File: config.mk
export PLATFORM = sky130hd
export DESIGN_NAME = button_conditioner
export DESIGN_NICKNAME = d
export VERILOG_FILES = /design/src/rtl/button_conditioner.sv
export SDC_FILE = /design/constraint.sdc
export NUM_CORES = 1
export LEC_CHECK = 0
export BUFFER_PORTS_ARGS = -buffer_cell sky130_fd_sc_hd__buf_2
export CORE_AREA = 2 2 129 106
export CTS_CLUSTER_SIZE = 20
export DETAILED_ROUTE_END_ITERATION = 7
export DIE_AREA = 0 0 131 108
export HOLD_SLACK_MARGIN = 0.06
export PLACE_DENSITY = 0.84
export RECOVER_POWER = 25
export SYNTH_ARGS = -nofsm -noshare
export SYNTH_HDL_FRONTEND = slang
export SYNTH_SLANG_ARGS = --single-unit
export TNS_END_PERCENT = 10
File: constraint.sdc
create_clock -name clk -period 4.5 [get_ports clk]
set_clock_uncertainty 0.2 [all_clocks]
set_input_delay 0.45 -clock clk [delete_from_list [all_inputs] [get_ports clk]]
set_output_delay 0.45 -clock clk [all_outputs]
set_load 0.05 [all_outputs]
File: src/rtl/button_conditioner.sv
// -----------------------------------------------------------------------------
// button_conditioner
//
// Purpose:
//   Front end for the parking meter pushbuttons (add1..add4, rst1, rst2).
//   Each channel runs on its own: a two-flop synchronizer, then a counter
//   debounce, then a registered one-clock pulse on every accepted press.
//   btn_pulse feeds the meter's add*/rst* inputs. btn_level is the debounced
//   button state.
//
// Optional feature (compile-time macro AUTO_REPEAT_EN):
//   When AUTO_REPEAT_EN is defined, the channels selected by REPEAT_MASK emit
//   extra pulses while held. The first extra pulse comes REPEAT_DELAY cycles
//   after the press pulse, and the rest follow every REPEAT_PERIOD cycles.
//   When the macro is undefined, no repeat logic exists and every accepted
//   press gives exactly one pulse.
//
// Parameters:
//   N_BTN           number of channels (bit0 add1 .. bit3 add4, bit4 rst1, bit5 rst2)
//   DEBOUNCE_CYCLES consecutive stable synchronized cycles needed to accept a change (>= 2)
//   REPEAT_DELAY    cycles from the press pulse to the first auto-repeat pulse
//   REPEAT_PERIOD   cycles between later auto-repeat pulses
//   REPEAT_MASK     channels allowed to auto-repeat
//
// Ports:
//   clk        in   1      system clock
//   rst        in   1      asynchronous, active-high reset
//   btn_raw    in   N_BTN  raw asynchronous button inputs, 1 = pressed
//   btn_level  out  N_BTN  debounced button state, registered
//   btn_pulse  out  N_BTN  one-clock registered pulse on each accepted press
// -----------------------------------------------------------------------------
module button_conditioner #(
   parameter int               N_BTN           = 6,
   parameter int               DEBOUNCE_CYCLES = 500000,
   parameter int               REPEAT_DELAY    = 50000000,
   parameter int               REPEAT_PERIOD   = 10000000,
   parameter logic [N_BTN-1:0] REPEAT_MASK     = N_BTN'(6'b001111)
) (
   input  logic             clk,
   input  logic             rst,
   input  logic [N_BTN-1:0] btn_raw,
   output logic [N_BTN-1:0] btn_level,
   output logic [N_BTN-1:0] btn_pulse
);

   // The counter must be able to hold DEBOUNCE_CYCLES so that the saturation
   // guard is meaningful. Acceptance normally happens at DEBOUNCE_CYCLES-1.
   localparam int                CNT_W    = $clog2(DEBOUNCE_CYCLES + 1);
   localparam logic [CNT_W-1:0]  CNT_LAST = CNT_W'(DEBOUNCE_CYCLES - 1);
   localparam logic [CNT_W-1:0]  CNT_MAX  = CNT_W'(DEBOUNCE_CYCLES);

   // Reject parameter sets that the debounce and repeat timing cannot honour.
   if (DEBOUNCE_CYCLES < 2) begin : g_bad_debounce
      $error("button_conditioner: DEBOUNCE_CYCLES must be at least 2");
   end
   if (REPEAT_DELAY < 1 || REPEAT_PERIOD < 1 || $countones(REPEAT_MASK) > N_BTN) begin : g_bad_repeat
      $error("button_conditioner: REPEAT_DELAY and REPEAT_PERIOD must be at least 1");
   end

   // ---------------------------------------------------------------------
   // Two-flop synchronizer. Only r_sync2 (the "s" value) is used downstream.
   // ---------------------------------------------------------------------
   logic [N_BTN-1:0] r_sync1;
   logic [N_BTN-1:0] r_sync2;

   always_ff @(posedge clk or posedge rst) begin
      if (rst) begin
         r_sync1 <= '0;
         r_sync2 <= '0;
      end else begin
         r_sync1 <= btn_raw;
         r_sync2 <= r_sync1;
      end
   end

   // Per-channel results are collected here. Each bit is driven by exactly
   // one generate instance.
   logic [N_BTN-1:0] w_level;
   logic [N_BTN-1:0] w_pulse;

   genvar gi;
   for (gi = 0; gi < N_BTN; gi++) begin : g_chan
      logic [CNT_W-1:0] r_cnt;
      logic             r_level;
      logic             r_pulse;
      logic             w_differ;
      logic             w_accept;
      logic             w_level_next;
      logic             w_rise;
      logic             w_rpt_fire;

      assign w_differ     = r_sync2[gi] ^ r_level;
      assign w_accept     = w_differ && (r_cnt == CNT_LAST);
      assign w_level_next = w_accept ? r_sync2[gi] : r_level;
      assign w_rise       = w_level_next & ~r_level;

      // Debounce counter. Any cycle where s agrees with the level restarts
      // the run. Acceptance also restarts the count, so the next change
      // needs a full new run.
      always_ff @(posedge clk or posedge rst) begin
         if (rst) begin
            r_cnt   <= '0;
            r_level <= 1'b0;
         end else begin
            r_level <= w_level_next;
            if (!w_differ || w_accept) begin
               r_cnt <= '0;
            end else if (r_cnt != CNT_MAX) begin
               r_cnt <= r_cnt + 1'b1;
            end
         end
      end

`ifdef AUTO_REPEAT_EN
      if (REPEAT_MASK[gi]) begin : g_rpt
         localparam int RPT_MAX = (REPEAT_DELAY > REPEAT_PERIOD) ? REPEAT_DELAY : REPEAT_PERIOD;
         localparam int RPT_W   = $clog2(RPT_MAX + 1);

         // Down-counter to the next repeat pulse. It is loaded with DELAY-1
         // on the press edge, so it reads zero exactly REPEAT_DELAY edges
         // later. It then reloads with PERIOD-1 each time it fires.
         logic [RPT_W-1:0] r_rpt;

         // Fire only while the level is already high and is staying high.
         // The press edge itself is covered by w_rise, and a release edge
         // suppresses the repeat in that same cycle.
         assign w_rpt_fire = r_level && w_level_next && (r_rpt == '0);

         always_ff @(posedge clk or posedge rst) begin
            if (rst) begin
               r_rpt <= '0;
            end else if (!w_level_next) begin
               r_rpt <= '0;
            end else if (w_rise) begin
               r_rpt <= RPT_W'(REPEAT_DELAY - 1);
            end else if (r_rpt == '0) begin
               r_rpt <= RPT_W'(REPEAT_PERIOD - 1);
            end else begin
               r_rpt <= r_rpt - 1'b1;
            end
         end
      end else begin : g_no_rpt
         assign w_rpt_fire = 1'b0;
      end
`else
      assign w_rpt_fire = 1'b0;
`endif

      // The pulse is registered in the same edge where the level first
      // becomes 1, so both outputs change together.
      always_ff @(posedge clk or posedge rst) begin
         if (rst) begin
            r_pulse <= 1'b0;
         end else begin
            r_pulse <= w_rise | w_rpt_fire;
         end
      end

      assign w_level[gi] = r_level;
      assign w_pulse[gi] = r_pulse;
   end

   assign btn_level = w_level;
   assign btn_pulse = w_pulse;

endmodule

Yosys cells after proc, flatten, opt, wreduce, memory -nomap -nowiden. Index checks and enable logic that the tools add are counted.

$add $sub $neg: 6. $mul: 0. Div/mod/pow operators: 0. $lt $le $gt $ge: 0. Equal/unequal tests: 12. Shift-type cells: 0. Muxes and demuxes: 18. Bitwise operators: 18. Reduce and logical (&&, ||, !) cells: 24.

Operator list (number): $mux 19 (12); $add 19x1->19 const B (6); $eq 19x19->1 const B (6); $ne 19x19->1 const B (6); $reduce_bool 2->1 (6); $and 1x1->1 (6); $logic_and 1x1->1 (6); $logic_not 1->1 (6); $logic_or 1x1->1 (6); $mux 1 (6); $not 1->1 (6); $xor 1x1->1 (6).

Bits in registers: 138. Latch bits: 0. Memory bits (writable): 0. Bits in read-only memories: 0. Input bits: 8. Logic and storage cells: 98. Memories kept: 0.

Depth between registers and ports, before layout.
Depth after elaboration: 4. Gate-level depth with buffers: 6. Depth with buffers taken out: 6.

Least setup slack after synthesis. OpenSTA, ideal clock, no wires.

Kind: flip-flop to flip-flop. Start: register g_chan[3].r_cnt[14]. End: register g_chan[3].r_level. Setup time: 0.125 ns. Arrival time: 1.945 ns. Slack: 2.230 ns. Cell stages (with the launch flop): 6. Buffers on the path: 1. Period minus slack after synthesis: 2.270 ns. Cells stage by stage: dfrtp_1 or4_1 or4_1 buf_2 nor3_1 mux2_2.

Longest elaborated chain between the ends: 3.

Ends and longest elaborated chain: from (decl) (line 83) `logic [CNT_W-1:0] r_cnt;`; from (signal assigned) (line 109) `r_cnt <= r_cnt + 1'b1;`; $eq 19x19->1 (line 93) `assign w_accept = w_differ && (r_cnt == CNT_LAST);`; $logic_and 1x1->1 (line 93); $mux 1 (line 94) `assign w_level_next = w_accept ? r_sync2[gi] : r_level;`; named net g_chan[3].w_level_next (line 88) `logic w_level_next;`; to (signal assigned) (line 105) `r_level <= w_level_next;`; to (decl) (line 84) `logic r_level;`.

The timed path passes the listed nets, and every way through them passes these cells. A chain may end at the register's enable or synchronous reset.

Worst setup path in the final report.
Start: register g_chan[5].r_cnt[0]. End: register g_chan[5].r_cnt[0].

Longest elaborated chain between the ends: 4.

Ends and longest elaborated chain (line): from (decl) (83); from (signal assigned) (109); branches (longest 4 deep; another with $add 19x1->19).

Several ways; the timed one is not identified. The select of a mux whose other input is x is not followed.

==> flow_metrics.py <==
metrics = {
    "run_status": {
        "status": "finished, final reports clean",
    },
    "logic_synthesis": {
        "synth_top_area_cell": "dfrtp_1",
        "ys_warn_count": 0,
        "syn_nets": 747,
        "ys_types": 47,
        "ys.flop_type": "dfrtp_1",
        "synth_edf_count": 0,
        "ys_async_sr_fraction_pct": 100,
        "synth_seq_area_share_pct": 48.7,
        "synth_area_per_cell_um2": 9.76,
        "syn_area_um2": 7100,
        "netlist_instances": 727,
        "synth_top_area_share_pct": 48.7,
        "ys_ff_latch": 138,
        "synthTopCellsByArea": "dfrtp_1 (49%), xor2_1 (5.7%), nor2_1 (4.0%)",
    },
    "clock_tree": {
        "cts_root_buf": "clkbuf_16",
        "cts.sinks": 138,
        "cts_tree": "yes",
        "cts_buffer_depth": 2,
        "post_cts_buffers": 0,
        "cts_made_buffers": 17,
        "clk_pin_slew_worst_paths_ns": 0.06,
        "clock_latency_ns": 0.42,
        "htreeDepth": 4,
        "cts_resized": 0,
    },
    "cells_and_area": {
        "drive_above_1_share_pct": 9.15,
        "final_cells": 929,
        "n_antenna_cell": 0,
        "final_cell_mix": "dfrtp_1 (138), nor2_1 (76), xor2_1 (46)",
        "fill_cells": 979,
        "area_growth_pct": 11.4,
        "final_common_cell": "dfrtp_1",
        "final_nets": 761,
    },
    "job": {
        "cap_violations": 0,
    },
    "floorplanning": {
        "die-width_um": 131,
        "core.rowCount": 37,
        "core_um2": 12700,
        "die_area_um2": 14100,
        "start_util_pct": 55.7,
        "die_h_um": 108,
        "pin_count": 20,
    },
    "power": {
        "p_per_area_nw_per_um2": 351,
        "p_leak_uw": 0.00324,
        "peakVddDrop_mv": 0.321,
    },
    "timing": {
        "rsz0062_at_grt": "false",
        "final-hold-violation-count": 0,
        "worstMarginPinSlew_ns": 1.24,
        "relSlewSlack_pct": 17.0,
        "setup_violations": 0,
        "drv_slew": 0,
        "fin_crit_ns": 2.64,
        "fmax_ghz": 0.379,
        "setup_tns_ns": 0,
        "worst_slack_ns": 1.86,
        "min_period_over_period_pct": 58.7,
    },
    "worst_setup_path": {
        "path_max_fanout": 17,
        "critPathCaptureType": "register",
        "worstSetupPathType": "reg -> reg",
        "required_ns": 4.54,
        "cp.arrival_ns": 2.68,
        "worstSetupStartpointType": "register",
    },
    "detailed_routing": {
        "drtIter0Drc": 412,
        "viasPerCell": 5.94,
        "firstDrtPassIters": 5,
        "ant_nets": 0,
        "routed_wl_mm": 14.1,
        "route.vias.total": 5514,
        "wl_per_cell_um": 15.2,
        "drcViolationCount": 0,
    },
    "grt": {
        "first_global_vias": 5566,
        "grt_use_total_pct": 22.2,
        "overflow": 0,
        "grt_pass1_wl_mm": 25.1,
        "grt_antenna_before_repair": 0,
        "grt_max_degree": 86,
    },
    "place": {
        "hpwlAfterDp_mm": 9.39,
        "port_buffers": 19,
        "place_congestion": 0.924,
        "placedCellCount": 891,
        "dp_slack_ns": 1.87,
    },
    "hold_path": {
        "min_path_type": "in -> async",
    },
}
-- layout make-up --
| type | instances | area (um2) | area share (%) |
|---|---|---|---|
| timing repair buffer | 27 | 181 | 2.30 |
| inverter | 23 | 88.8 | 1.12 |
| clock buffer | 21 | 460 | 5.83 |
| clock inverter | 11 | 120 | 1.52 |
| multi-input combinational | 534 | 3380 | 42.8 |
| sequential | 138 | 3450 | 43.7 |
| tap | 175 | 219 | 2.77 |
-- synthesized netlist by cell type (all sizes together), types with 17 or more instances --
cell,n
or3,26
dfrtp,138
xor2,46
nand2,45
and4,17
nor2,76
or4,18
nand4,39
a21oi,36
xnor2,30
nor3,20
o21ai,30
inv,23
nand3,38
-- flip-flops by register name, indices dropped and copies added (netlist names) --
name	count
g_chan.r_cnt	114
g_chan.r_level	6
g_chan.r_pulse	6
r_sync1	6
r_sync2	6
-- where the power goes --
group / switching, uW / leakage (uW) / internal (uW)
sequential: 26.0 / 0.00188 / 1260
clock: 526 / 0.000279 / 842
combinational: 78.9 / 0.00108 / 42.2
-- critical path, stage by stage (launching register included) --
cell	delay [ns]
dfrtp_1	0.42
ha_1	0.25
and4_1	0.33
nand2b_1	0.14
o21bai_1	0.99
nor3_1	0.15
-- cell families after synthesis --
family	after synthesis	share of synthesized area [%]
compound gates	99	8.53
xor+xnor	76	9.38
fa+ha+maj	12	2.12
buf+inv	55	3.70
flops	138	48.7
mux	6	0.952
simple gates	341	26.6
-- final timing paths --
| path | startpoint | to | slack [ns] | cells past startpoint |
|---|---|---|---|---|
| worst max register to register | g_chan[5].r_cnt[0] | g_chan[5].r_cnt[0] | 1.86 | 5 |
| worst max-delay path | g_chan[5].r_cnt[0] | g_chan[5].r_cnt[0] | 1.86 | 5 |
| worst min-delay path | rst | r_sync2[2] | 0.09 | 2 |
| min in group clk | r_sync1[2] | r_sync2[2] | 0.15 | 0 |
| worst min register to register | r_sync1[2] | r_sync2[2] | 0.15 | 0 |
| max in group asynchronous | rst | g_chan[4].r_cnt[0] | 3.18 | 3 |
-- timing repair --
item / CTS / global route
endpoints found under the hold margin: 6 / 0
hold buffers: 6 / 0
setup endpoints to repair: 0 / 0
-- metrics by stage --
| stage | util [%] | power, uW | cell area, um2 | hold WS [ns] |
|---|---|---|---|---|
| 2_1_floorplan | - | 1390 | 7100 | 0.131 |
| 3_3_place_gp | 57.1 | 1420 | 7260 | 0.134 |
| 3_5_place_dp | 57.1 | 1430 | 7260 | 0.140 |
| 4_1_cts | 62.1 | 2800 | 7900 | 0.125 |
| 5_1_grt | 62.1 | 2880 | 7900 | 0.158 |
| 6_report | 62.1 | 2780 | 7900 | 0.0912 |
-- per-layer routing --
metal / vias up / track usage (%) / share of wire [%]
met1: 2732 / 29.4 / 47
li1: 2641 / - / -
met2: 116 / 35.4 / 47
met4: 0 / 9.27 / 1.9
met3: 25 / 4.90 / 3.5
met5: - / 0 / 0
(Power assumes the default switching activity.)
